File: config.mk
export PLATFORM = sky130hd
export DESIGN_NAME = alu_req_issuer_flat
export DESIGN_NICKNAME = d
export VERILOG_FILES = /design/src/rtl/alu_req_pkg.sv /design/src/rtl/alu_req_issuer_if.sv /design/src/rtl/alu_req_fifo.sv /design/src/rtl/alu_req_issuer.sv /design/src/flat_wrapper.sv
export SDC_FILE = /design/constraint.sdc
export NUM_CORES = 1
export LEC_CHECK = 0
export CORE_MARGIN = 2
export CORE_UTILIZATION = 35
export DETAILED_ROUTE_END_ITERATION = 8
export DONT_BUFFER_PORTS = 1
export HOLD_SLACK_MARGIN = 0.03
export SYNTH_ARGS = -nofsm -noshare
export SYNTH_HDL_FRONTEND = slang
export SYNTH_HIERARCHICAL = 1
export SYNTH_SLANG_ARGS = --single-unit
File: constraint.sdc
create_clock -name clk -period 2.79 [get_ports clk]
set_input_delay 0.4185 -clock clk [delete_from_list [all_inputs] [get_ports clk]]
set_output_delay 0.4185 -clock clk [all_outputs]
set_load 0.02 [all_outputs]
File: src/rtl/alu_req_pkg.sv
// ============================================================================
// alu_req_pkg : request record, multiply command codes and classifier
// Rev 1.0
// ============================================================================
`default_nettype none

package alu_req_pkg;

  localparam int REQ_DATA_WIDTH = 8;
  localparam int REQ_CMD_WIDTH  = 4;

  localparam logic [REQ_CMD_WIDTH-1:0] MUL_INC = 4'd9;
  localparam logic [REQ_CMD_WIDTH-1:0] MUL_SHL = 4'd10;

  typedef struct packed {
    logic                      mode;
    logic [REQ_CMD_WIDTH-1:0]  cmd;
    logic                      cin;
    logic [1:0]                inp_valid;
    logic [REQ_DATA_WIDTH-1:0] opa;
    logic [REQ_DATA_WIDTH-1:0] opb;
  } alu_req_t;

  // Multiplies only exist in arithmetic mode; the same codes are logical ops otherwise.
  function automatic logic is_mul(input alu_req_t req);
    return req.mode && ((req.cmd == MUL_INC) || (req.cmd == MUL_SHL));
  endfunction

endpackage

`default_nettype wire

File: src/rtl/alu_req_issuer_if.sv
// ============================================================================
// alu_req_issuer_if : request handshake and ALU input port bundle
// Rev 1.0
// ============================================================================
`default_nettype none

interface alu_req_issuer_if
  import alu_req_pkg::*;
#(
  parameter int DATA_WIDTH = REQ_DATA_WIDTH,
  parameter int CMD_WIDTH  = REQ_CMD_WIDTH,
  parameter int DEPTH      = 4
) ();

  logic                    flush;
  logic                    req_valid;
  logic                    req_ready;
  logic                    req_mode;
  logic [CMD_WIDTH-1:0]    req_cmd;
  logic                    req_cin;
  logic [1:0]              req_inp_valid;
  logic [DATA_WIDTH-1:0]   req_opa;
  logic [DATA_WIDTH-1:0]   req_opb;

  logic                    ce;
  logic                    cin;
  logic                    mode;
  logic [CMD_WIDTH-1:0]    cmd;
  logic [1:0]              inp_valid;
  logic [DATA_WIDTH-1:0]   opa;
  logic [DATA_WIDTH-1:0]   opb;
  logic                    drop;
  logic [$clog2(DEPTH):0]  fill_level;

  modport master (
    output flush, req_valid, req_mode, req_cmd, req_cin, req_inp_valid, req_opa, req_opb,
    input  req_ready, ce, cin, mode, cmd, inp_valid, opa, opb, drop, fill_level
  );

  modport slave (
    input  flush, req_valid, req_mode, req_cmd, req_cin, req_inp_valid, req_opa, req_opb,
    output req_ready, ce, cin, mode, cmd, inp_valid, opa, opb, drop, fill_level
  );

endinterface

`default_nettype wire

File: src/rtl/alu_req_fifo.sv
// ============================================================================
// alu_req_fifo : DEPTH x alu_req_t synchronous FIFO with sync flush
// Rev 1.0
// ============================================================================
`default_nettype none

module alu_req_fifo
  import alu_req_pkg::*;
#(
  parameter int DEPTH = 4
) (
  input  wire logic               clk,
  input  wire logic               rst,
  input  wire logic               push,
  input  wire logic               pop,
  input  wire logic               flush,
  input  wire alu_req_t           wdata,
  output alu_req_t                rdata,
  output logic                    full,
  output logic                    empty,
  output logic [$clog2(DEPTH):0]  count
);

  localparam int PTR_W = $clog2(DEPTH);
  localparam int CNT_W = PTR_W + 1;

  alu_req_t             r_mem [DEPTH];
  logic [PTR_W-1:0]     r_wr_ptr;
  logic [PTR_W-1:0]     r_rd_ptr;
  logic [CNT_W-1:0]     r_count;
  logic                 w_do_push;
  logic                 w_do_pop;

  assign full      = (r_count == CNT_W'(DEPTH));
  assign empty     = (r_count == '0);
  assign count     = r_count;
  assign rdata     = r_mem[r_rd_ptr];
  assign w_do_push = push && !full && !flush;
  assign w_do_pop  = pop && !empty && !flush;

  // Pointers are exactly PTR_W bits, so DEPTH being a power of two gives the wrap for free.
  always_ff @(posedge clk or negedge rst) begin
    if (!rst) begin
      r_wr_ptr <= '0;
      r_rd_ptr <= '0;
      r_count  <= '0;
    end else if (flush) begin
      r_wr_ptr <= '0;
      r_rd_ptr <= '0;
      r_count  <= '0;
    end else begin
      if (w_do_push) r_wr_ptr <= r_wr_ptr + 1'b1;
      if (w_do_pop)  r_rd_ptr <= r_rd_ptr + 1'b1;
      case ({w_do_push, w_do_pop})
        2'b10:   r_count <= r_count + 1'b1;
        2'b01:   r_count <= r_count - 1'b1;
        default: r_count <= r_count;
      endcase
    end
  end

  always_ff @(posedge clk) begin
    if (w_do_push) r_mem[r_wr_ptr] <= wdata;
  end

endmodule

`default_nettype wire

File: src/rtl/alu_req_issuer.sv
// ============================================================================
// alu_req_issuer : queues ALU requests and issues one per cycle, spacing multiplies
// Rev 1.0
// ============================================================================
`default_nettype none

module alu_req_issuer
  import alu_req_pkg::*;
#(
  parameter int DATA_WIDTH = REQ_DATA_WIDTH,
  parameter int CMD_WIDTH  = REQ_CMD_WIDTH,
  parameter int DEPTH      = 4,
  parameter int MUL_STALL  = 2
) (
  input  wire logic        clk,
  input  wire logic        rst,
  alu_req_issuer_if.slave  bus
);

  localparam int STALL_W = (MUL_STALL > 0) ? $clog2(MUL_STALL + 1) : 1;

  alu_req_t               w_req;
  alu_req_t               w_head;
  logic                   w_full;
  logic                   w_empty;
  logic [$clog2(DEPTH):0] w_count;
  logic                   w_accept;
  logic                   w_push;
  logic                   w_issue;

  alu_req_t               r_out;
  logic                   r_ce;
  logic                   r_drop;
  logic                   r_ready_en;
  logic [STALL_W-1:0]     r_stall;

  assign w_req.mode      = bus.req_mode;
  assign w_req.cmd       = REQ_CMD_WIDTH'(bus.req_cmd);
  assign w_req.cin       = bus.req_cin;
  assign w_req.inp_valid = bus.req_inp_valid;
  assign w_req.opa       = REQ_DATA_WIDTH'(bus.req_opa);
  assign w_req.opb       = REQ_DATA_WIDTH'(bus.req_opb);

  // Readiness is held off until the first edge after reset release.
  assign bus.req_ready = r_ready_en && !w_full && !bus.flush;
  assign w_accept      = bus.req_valid && bus.req_ready;
  assign w_push        = w_accept && (bus.req_inp_valid != 2'b00);
  assign w_issue       = !w_empty && (r_stall == '0) && !bus.flush;

  alu_req_fifo #(
    .DEPTH (DEPTH)
  ) u_fifo (
    .clk   (clk),
    .rst   (rst),
    .push  (w_push),
    .pop   (w_issue),
    .flush (bus.flush),
    .wdata (w_req),
    .rdata (w_head),
    .full  (w_full),
    .empty (w_empty),
    .count (w_count)
  );

  always_ff @(posedge clk or negedge rst) begin
    if (!rst) begin
      r_out      <= '0;
      r_ce       <= 1'b0;
      r_drop     <= 1'b0;
      r_ready_en <= 1'b0;
      r_stall    <= '0;
    end else begin
      r_ready_en <= 1'b1;
      r_drop     <= w_accept && (bus.req_inp_valid == 2'b00);
      if (bus.flush) begin
        r_ce            <= 1'b0;
        r_out.inp_valid <= 2'b00;
        r_stall         <= '0;
      end else if (w_issue) begin
        r_ce    <= 1'b1;
        r_out   <= w_head;
        r_stall <= is_mul(w_head) ? STALL_W'(MUL_STALL) : '0;
      end else begin
        r_ce            <= 1'b0;
        r_out.inp_valid <= 2'b00;
        if (r_stall != '0) r_stall <= r_stall - 1'b1;
      end
    end
  end

  assign bus.ce         = r_ce;
  assign bus.cin        = r_out.cin;
  assign bus.mode       = r_out.mode;
  assign bus.cmd        = CMD_WIDTH'(r_out.cmd);
  assign bus.inp_valid  = r_out.inp_valid;
  assign bus.opa        = DATA_WIDTH'(r_out.opa);
  assign bus.opb        = DATA_WIDTH'(r_out.opb);
  assign bus.drop       = r_drop;
  assign bus.fill_level = w_count;

endmodule

`default_nettype wire

File: src/flat_wrapper.sv
// flat-port wrapper written by rule: the top's interface ports become plain ports
module alu_req_issuer_flat import alu_req_pkg::*;
#(
  parameter int DATA_WIDTH = REQ_DATA_WIDTH,
  parameter int CMD_WIDTH  = REQ_CMD_WIDTH,
  parameter int DEPTH      = 4,
  parameter int MUL_STALL  = 2
)
  (clk, rst, bus_flush, bus_req_valid, bus_req_mode, bus_req_cmd, bus_req_cin, bus_req_inp_valid, bus_req_opa, bus_req_opb, bus_req_ready, bus_ce, bus_cin, bus_mode, bus_cmd, bus_inp_valid, bus_opa, bus_opb, bus_drop, bus_fill_level);
  alu_req_issuer_if #(.DATA_WIDTH(DATA_WIDTH), .CMD_WIDTH(CMD_WIDTH), .DEPTH(DEPTH)) bus_i ();
  input  wire logic clk;
  input  wire logic rst;
  input wire logic [$bits(bus_i.flush)-1:0] bus_flush;
  input wire logic [$bits(bus_i.req_valid)-1:0] bus_req_valid;
  input wire logic [$bits(bus_i.req_mode)-1:0] bus_req_mode;
  input wire logic [$bits(bus_i.req_cmd)-1:0] bus_req_cmd;
  input wire logic [$bits(bus_i.req_cin)-1:0] bus_req_cin;
  input wire logic [$bits(bus_i.req_inp_valid)-1:0] bus_req_inp_valid;
  input wire logic [$bits(bus_i.req_opa)-1:0] bus_req_opa;
  input wire logic [$bits(bus_i.req_opb)-1:0] bus_req_opb;
  output wire logic [$bits(bus_i.req_ready)-1:0] bus_req_ready;
  output wire logic [$bits(bus_i.ce)-1:0] bus_ce;
  output wire logic [$bits(bus_i.cin)-1:0] bus_cin;
  output wire logic [$bits(bus_i.mode)-1:0] bus_mode;
  output wire logic [$bits(bus_i.cmd)-1:0] bus_cmd;
  output wire logic [$bits(bus_i.inp_valid)-1:0] bus_inp_valid;
  output wire logic [$bits(bus_i.opa)-1:0] bus_opa;
  output wire logic [$bits(bus_i.opb)-1:0] bus_opb;
  output wire logic [$bits(bus_i.drop)-1:0] bus_drop;
  output wire logic [$bits(bus_i.fill_level)-1:0] bus_fill_level;
  assign bus_i.flush = bus_flush;
  assign bus_i.req_valid = bus_req_valid;
  assign bus_i.req_mode = bus_req_mode;
  assign bus_i.req_cmd = bus_req_cmd;
  assign bus_i.req_cin = bus_req_cin;
  assign bus_i.req_inp_valid = bus_req_inp_valid;
  assign bus_i.req_opa = bus_req_opa;
  assign bus_i.req_opb = bus_req_opb;
  assign bus_req_ready = bus_i.req_ready;
  assign bus_ce = bus_i.ce;
  assign bus_cin = bus_i.cin;
  assign bus_mode = bus_i.mode;
  assign bus_cmd = bus_i.cmd;
  assign bus_inp_valid = bus_i.inp_valid;
  assign bus_opa = bus_i.opa;
  assign bus_opb = bus_i.opb;
  assign bus_drop = bus_i.drop;
  assign bus_fill_level = bus_i.fill_level;
  alu_req_issuer #(.DATA_WIDTH(DATA_WIDTH), .CMD_WIDTH(CMD_WIDTH), .DEPTH(DEPTH), .MUL_STALL(MUL_STALL)) u_core (.clk(clk), .rst(rst), .bus(bus_i));
endmodule
# After elaboration in Yosys (flattened, before gate mapping)
# Memory sizes are Yosys's and may differ from the RTL's.
# Cells that the tools add are included.
# word_totals
word_cells	67
mem_bits_rw	96
out_inout_bits	30
regBits	36
memories	1
# mem_list
memory	depth	width	read_ports	rd_clocked_by_memory_dff	write_ports	line	text
u_core.u_fifo.r_mem	4	24	1	0	1	alu_req_fifo.sv:27	alu_req_t r_mem [DEPTH];
# classes
eq_ne	5
n_bitwise	1
n_mux	16
n_addsub	5
n_reduce_logical	26
# ops
operator	count
$mux W2	10
$logic_and A1 B1 Y1	12
$eq A4 B4 Y1 const B	2
$reduce_bool A2 Y1	4
$pmux W3 S2	1
$reduce_bool A3 Y1	2
$add A2 B1 Y2 const B	2
$logic_not A2 Y1	2
$mux W1	4
$add A3 B1 Y3 const B	1
$eq A3 B3 Y1 const B	1
$logic_not A1 Y1	3
$logic_not A3 Y1	1
$mux W3	1
$sub A3 B1 Y3 const B	1
$eq A2 B1 Y1 const B	1
$eq A2 B2 Y1 const B	1
$reduce_and A2 Y1	1
$sub A2 B1 Y2 const B	1
$logic_or A1 B1 Y1	1
$not A1 Y1	1

# Depth between registers and ports, before layout
# depth
depth_word	11
ltp_mapped	14

# Modules after synthesis
# The synthesis kept the hierarchy.
# by_module_without_submodules
mod	area_each_um2	cells_each	instances
alu_req_fifo	4025.1	190	1
alu_req_issuer	1131.1	73	1

# Worst setup path after synthesis
# No wires, ideal clock.
# synth_path
kind	register to register
start	reg u_core.u_fifo.r_count[1] (netlist: u_core/u_fifo/count[1])
end	reg u_core.u_fifo.r_count[1] (netlist: u_core/u_fifo/count[1])
arrival_time_ns	3.076
required_time_ns	2.696
path_slack_ns	-0.380
stages_incl_launch_ff	14
n_path_buf	1
path_cell_list	dfrtp_1 > nand2b_1 > nor2_1 > nor3b_1 > nand2_1 > nor2_1 > buf_2 > o21a_1 > nor3_1 > fa_1 > inv_1 > a311oi_1 > a21oi_1 > a211oi_1
# synth_via
elab_chain_len	11
elab_cells_between_ends	21
# synth_lines
element	line	text
start, declared	alu_req_fifo.sv:30	logic [CNT_W-1:0] r_count;
start signal, assigned	alu_req_fifo.sv:55	2'b10: r_count <= r_count + 1'b1;
start signal, assigned	alu_req_fifo.sv:56	2'b01: r_count <= r_count - 1'b1;
start signal, assigned	alu_req_fifo.sv:57	default: r_count <= r_count;
$eq A3 B3 Y1 *	alu_req_fifo.sv:34	assign full = (r_count == CNT_W'(DEPTH));
via u_core.w_full	alu_req_issuer.sv:24	logic w_full;
$logic_not A1 Y1 *	alu_req_issuer.sv:45	assign bus.req_ready = r_ready_en && !w_full && !bus.flush;
$logic_and A1 B1 Y1 * (2 in a row)	alu_req_issuer.sv:45	
via bus_req_ready	flat_wrapper.sv:21	output wire logic [$bits(bus_i.req_ready)-1:0] bus_req_ready;
$logic_and A1 B1 Y1 *	alu_req_issuer.sv:46	assign w_accept = bus.req_valid && bus.req_ready;
$logic_and A1 B1 Y1 *	alu_req_issuer.sv:47	assign w_push = w_accept && (bus.req_inp_valid != 2'b00);
via u_core.w_push	alu_req_issuer.sv:28	logic w_push;
$logic_and A1 B1 Y1 * (2 in a row)	alu_req_fifo.sv:38	assign w_do_push = push && !full && !flush;
$eq A2 B1 Y1 / $eq A2 B2 Y1 (equally long branches)	alu_req_fifo.sv:54	case ({w_do_push, w_do_pop})
$pmux W3 S2	alu_req_fifo.sv:54	
$mux W3	alu_req_fifo.sv:47	end else if (flush) begin
# Mark *: on every way through the listed nets, which the timed path passes. The rest lies on a longest branch.
# A chain may end at the register's enable or synchronous reset.

# Final worst setup path
# layout_path
start	reg u_core.u_fifo.r_count[1] (netlist: u_core/u_fifo/count[1])
end	reg u_core.u_fifo.r_count[1] (netlist: u_core/u_fifo/count[1])
# layout_via
elab_chain_len	11
elab_cells_between_ends	21
# layout_lines
element	line
$eq A3 B3 Y1 *	alu_req_fifo.sv:34
via u_core.w_full	alu_req_issuer.sv:24
$logic_not A1 Y1 *	alu_req_issuer.sv:45
$logic_and A1 B1 Y1 * (2 in a row)	alu_req_issuer.sv:45
$logic_and A1 B1 Y1 *	alu_req_issuer.sv:46
$logic_and A1 B1 Y1 *	alu_req_issuer.sv:47
via u_core.w_push	alu_req_issuer.sv:28
$logic_and A1 B1 Y1 * (2 in a row)	alu_req_fifo.sv:38
$eq A2 B1 Y1 / $eq A2 B2 Y1 (equally long branches)	alu_req_fifo.sv:54
$pmux W3 S2	alu_req_fifo.sv:54
$mux W3	alu_req_fifo.sv:47
# Marked as above.

==> flow_summary.toml <==
[die]
fp.dieArea_sq_mm = 0.0157
initial_core_util_pct = 35.6
die_h_um = 125
num_io_pins = 58
fp.coreArea_sq_mm = 0.0145
placementRows = 44
die_w_um = 125

[synth]
synthSimpleGateAreaFrac_pct = 3.96
synthMuxAreaShare_pct = 15.5
avgSynthCellArea_sq_um = 19.6
synth_compound_area_share_pct = 2.57
synth_top_area_cell = "edfxtp_1"
async_flop_share_pct = 27.3
synth.cell_area_sq_mm = 0.00516
syn-num-nets = 297
synth_warnings = 6
synth_top_flop_cell = "edfxtp_1"
synth_xor_area_share_pct = 0.679
netlist_instances = 263
seq_area_frac_synth_pct = 73.4
synth_commonest_cells = "edfxtp_1 (96), dfrtp_1 (36), mux4_2 (24), mux2_2 (22), nor2_1 (8)"
synthAdderAreaFrac_pct = 1.60
yosysUniqueCellTypes = 40
yosys.cell_count.top_type = "edfxtp_1"
synth_top_family_by_area = "multiplexers"
yosys-top-cells-area = "edfxtp_1 (56%), dfrtp_1 (17%), mux4_2 (10%)"
synth_top_area_share_pct = 55.9
ys_ff_latch = 132
synth_edf_count = 96

[place]
dpl.hpwl_mm = 5.82
place.gp.congestion = 0.715
pre_cts_slack_ps = 236
portBuffers = 0

[cells_and_area]
area_growth_pct = 17.7
n_antenna_cell = 0
layout.nets = 322
drive_above_1_share_pct = 33.7

[worst_setup_path]
worstPathMaxFanout = 6
arrival_ps = 2830
max_stage_delay_ps = 480
end_kind = "flip-flop"
crit_buf_inv = 1
required_ps = 3100
cp_slowest_cell = "fa_1"
startpoint_type = "flip-flop"
crit_chain = "nand2b_1 > nor2_1 > nor3b_2 > nand2_1 > nor2_2 > o21a_1 > nor3_1 > fa_1 > inv_1 > a311oi_1 > a21oi_1 > a211oi_1"
cp_top_family = "simple AND/OR/NAND/NOR gates"
critPathKind = "flip-flop to flip-flop"

[clocking]
clockRootBuffer = "clkbuf_16"
clkLatencyLatePin_ps = 410
cts.sinks = 132
cts_made_buffers = 17
clk_path_buf_depth = 2
cts_tree = "done"
clkTransAtPathRegs_ps = 60
cts-htree-levels = 4

[drt]
drc = 0
ant_nets = 0
top_layer_used = "met4"
drt-pass1-iter-count = 4
met2WireLength_mm = 4.74
finalWirelength_mm = 9.59
drt_iter0_drc = 132
num_vias = 2437
met1_length_mm = 4.10
viasPerCell = 5.04
wl_met3_um = 657
wl_per_cell_um = 19.8

[grt]
track_usage_pct = 13.1
grt_pass1_wl_mm = 15.1
grt_pass1_vias = 2653
grt_overflow = 0
grt_max_degree = 37
antenna_found_initial = 0

[sta]
setup_ws_ps = 270
slew_headroom_pct = 62.1
finalCriticalPeriod_ps = 2520
fin_crit_sh_pct = 90.3
skew_ps = 8.94
slew_viol_final = 0
rsz0062_at_grt = "no"
worst_pin_slew_ps = 568
tns_ps = 0
fmax_ghz = 0.397
hold_violations = 0
finalSetupViolCount = 0

[run]
drv_cap = 0

[min_path]
hp-class = "input pin to flip-flop"

[power]
power_mw = 5.11
irDropWorstVdd_mv = 0.438
p_leak_nw = 2.12
power.density_mw_per_mm2 = 842

[status]
status = "finished clean"
state kept, by name, summed over array words and instances (netlist names), 2 cells and up:
register and cells:
u_core/u_fifo/r_mem 96, u_core/bus.opa 8, u_core/bus.opb 8, u_core/bus.cmd 4, u_core/u_fifo/count 3, u_core/bus.inp_valid 2, u_core/r_stall 2, u_core/u_fifo/r_rd_ptr 2
u_core/u_fifo/r_wr_ptr 2
worst paths after layout:
path	cells after the start	from	endpoint	slack, ps
setup / recovery	12	u_core/u_fifo/count[1]	u_core/u_fifo/count[1]	270
min in group asynchronous	2	rst	u_core/r_stall[0]	570
max in group asynchronous	2	rst	u_core/u_fifo/r_rd_ptr[0]	2010
hold / removal	1	bus_flush	u_core/u_fifo/count[0]	60
setup reg to reg	12	u_core/u_fifo/count[1]	u_core/u_fifo/count[1]	270
hold reg to reg	1	u_core/r_stall[0]	u_core/r_stall[0]	480
power by group:
part	switching (mW)	internal (mW)	leakage (nW)
registers	0.313	2.29	1.32
logic	0.113	0.176	0.516
clock network	0.820	1.40	0.282
total	1.25	3.86	2.12
metal layers:
layer | vias to the layer above | global-route usage (%)
met2 | 70 | 20.9
met5 | - | 0
met1 | 1278 | 16.3
li1 | 1079 | -
met3 | 10 | 5.39
met4 | 0 | 4.51
cell usage in the layout, fill, tap and decap left out, types with 2 or more instances in the layout:
master / netlist / routed
edfxtp_1: 96 / 96
dfrtp_1: 36 / 32
mux4_2: 24 / 24
mux2_2: 22 / 22
clkbuf_16: 0 / 17
buf_4: 2 / 15
nor2_1: 8 / 7
inv_1: 6 / 6
and2_1: 6 / 6
nand2_1: 6 / 6
ha_1: 5 / 5
nor3_1: 4 / 4
o21ai_0: 4 / 4
nand2b_1: 4 / 4
dfrtp_2: 0 / 4
inv_6: 0 / 3
bufinv_16: 0 / 3
xor2_1: 3 / 3
clkinv_1: 0 / 2
clkinvlp_4: 0 / 2
clkinv_2: 0 / 2
nor3b_2: 1 / 2
a211oi_1: 2 / 2
o22ai_1: 2 / 2
a21oi_1: 2 / 2
kinds of logic (layout without fill, tap and decap cells):
logic type / after synthesis / count (layout)
DFF: 132 / 132
muxes: 47 / 47
and+or+nand+nor: 35 / 35
AOI/OAI and AO/OA: 19 / 19
buffers and inverters: 19 / 56
adders and majority gates: 6 / 6
xor gates and xnor gates: 4 / 4
other: 1 / 1
cell type report:
type                            instances  area (sq um)
Inverter                                6          22.5
Clock inverter                         13           158
Timing Repair Buffer                   19           175
Multi-Input combinational cell        112          1260
Fill cell                            1304          8410
Tap cell                              184           230
Sequential cell                       132          3790
Clock buffer                           18           429
metrics by stage:
stage	instances	cell area, sq um	utilization (%)	hold slack (ps)
after floorplan	263	5180	-	123
after global placement	450	5440	37.6	124
after detailed placement	450	5440	37.6	124
after CTS	483	6060	41.9	40.9
after global routing	484	6070	41.9	31.8
final	484	6070	41.9	56.5
timing repair:
item	CTS	global route
gates resized for setup	0	0
setup buffers	0	1
setup endpoints to repair	0	1
hold buffers	2	0
hold endpoints to repair	36	0
Power figures use the tool's default switching activity.
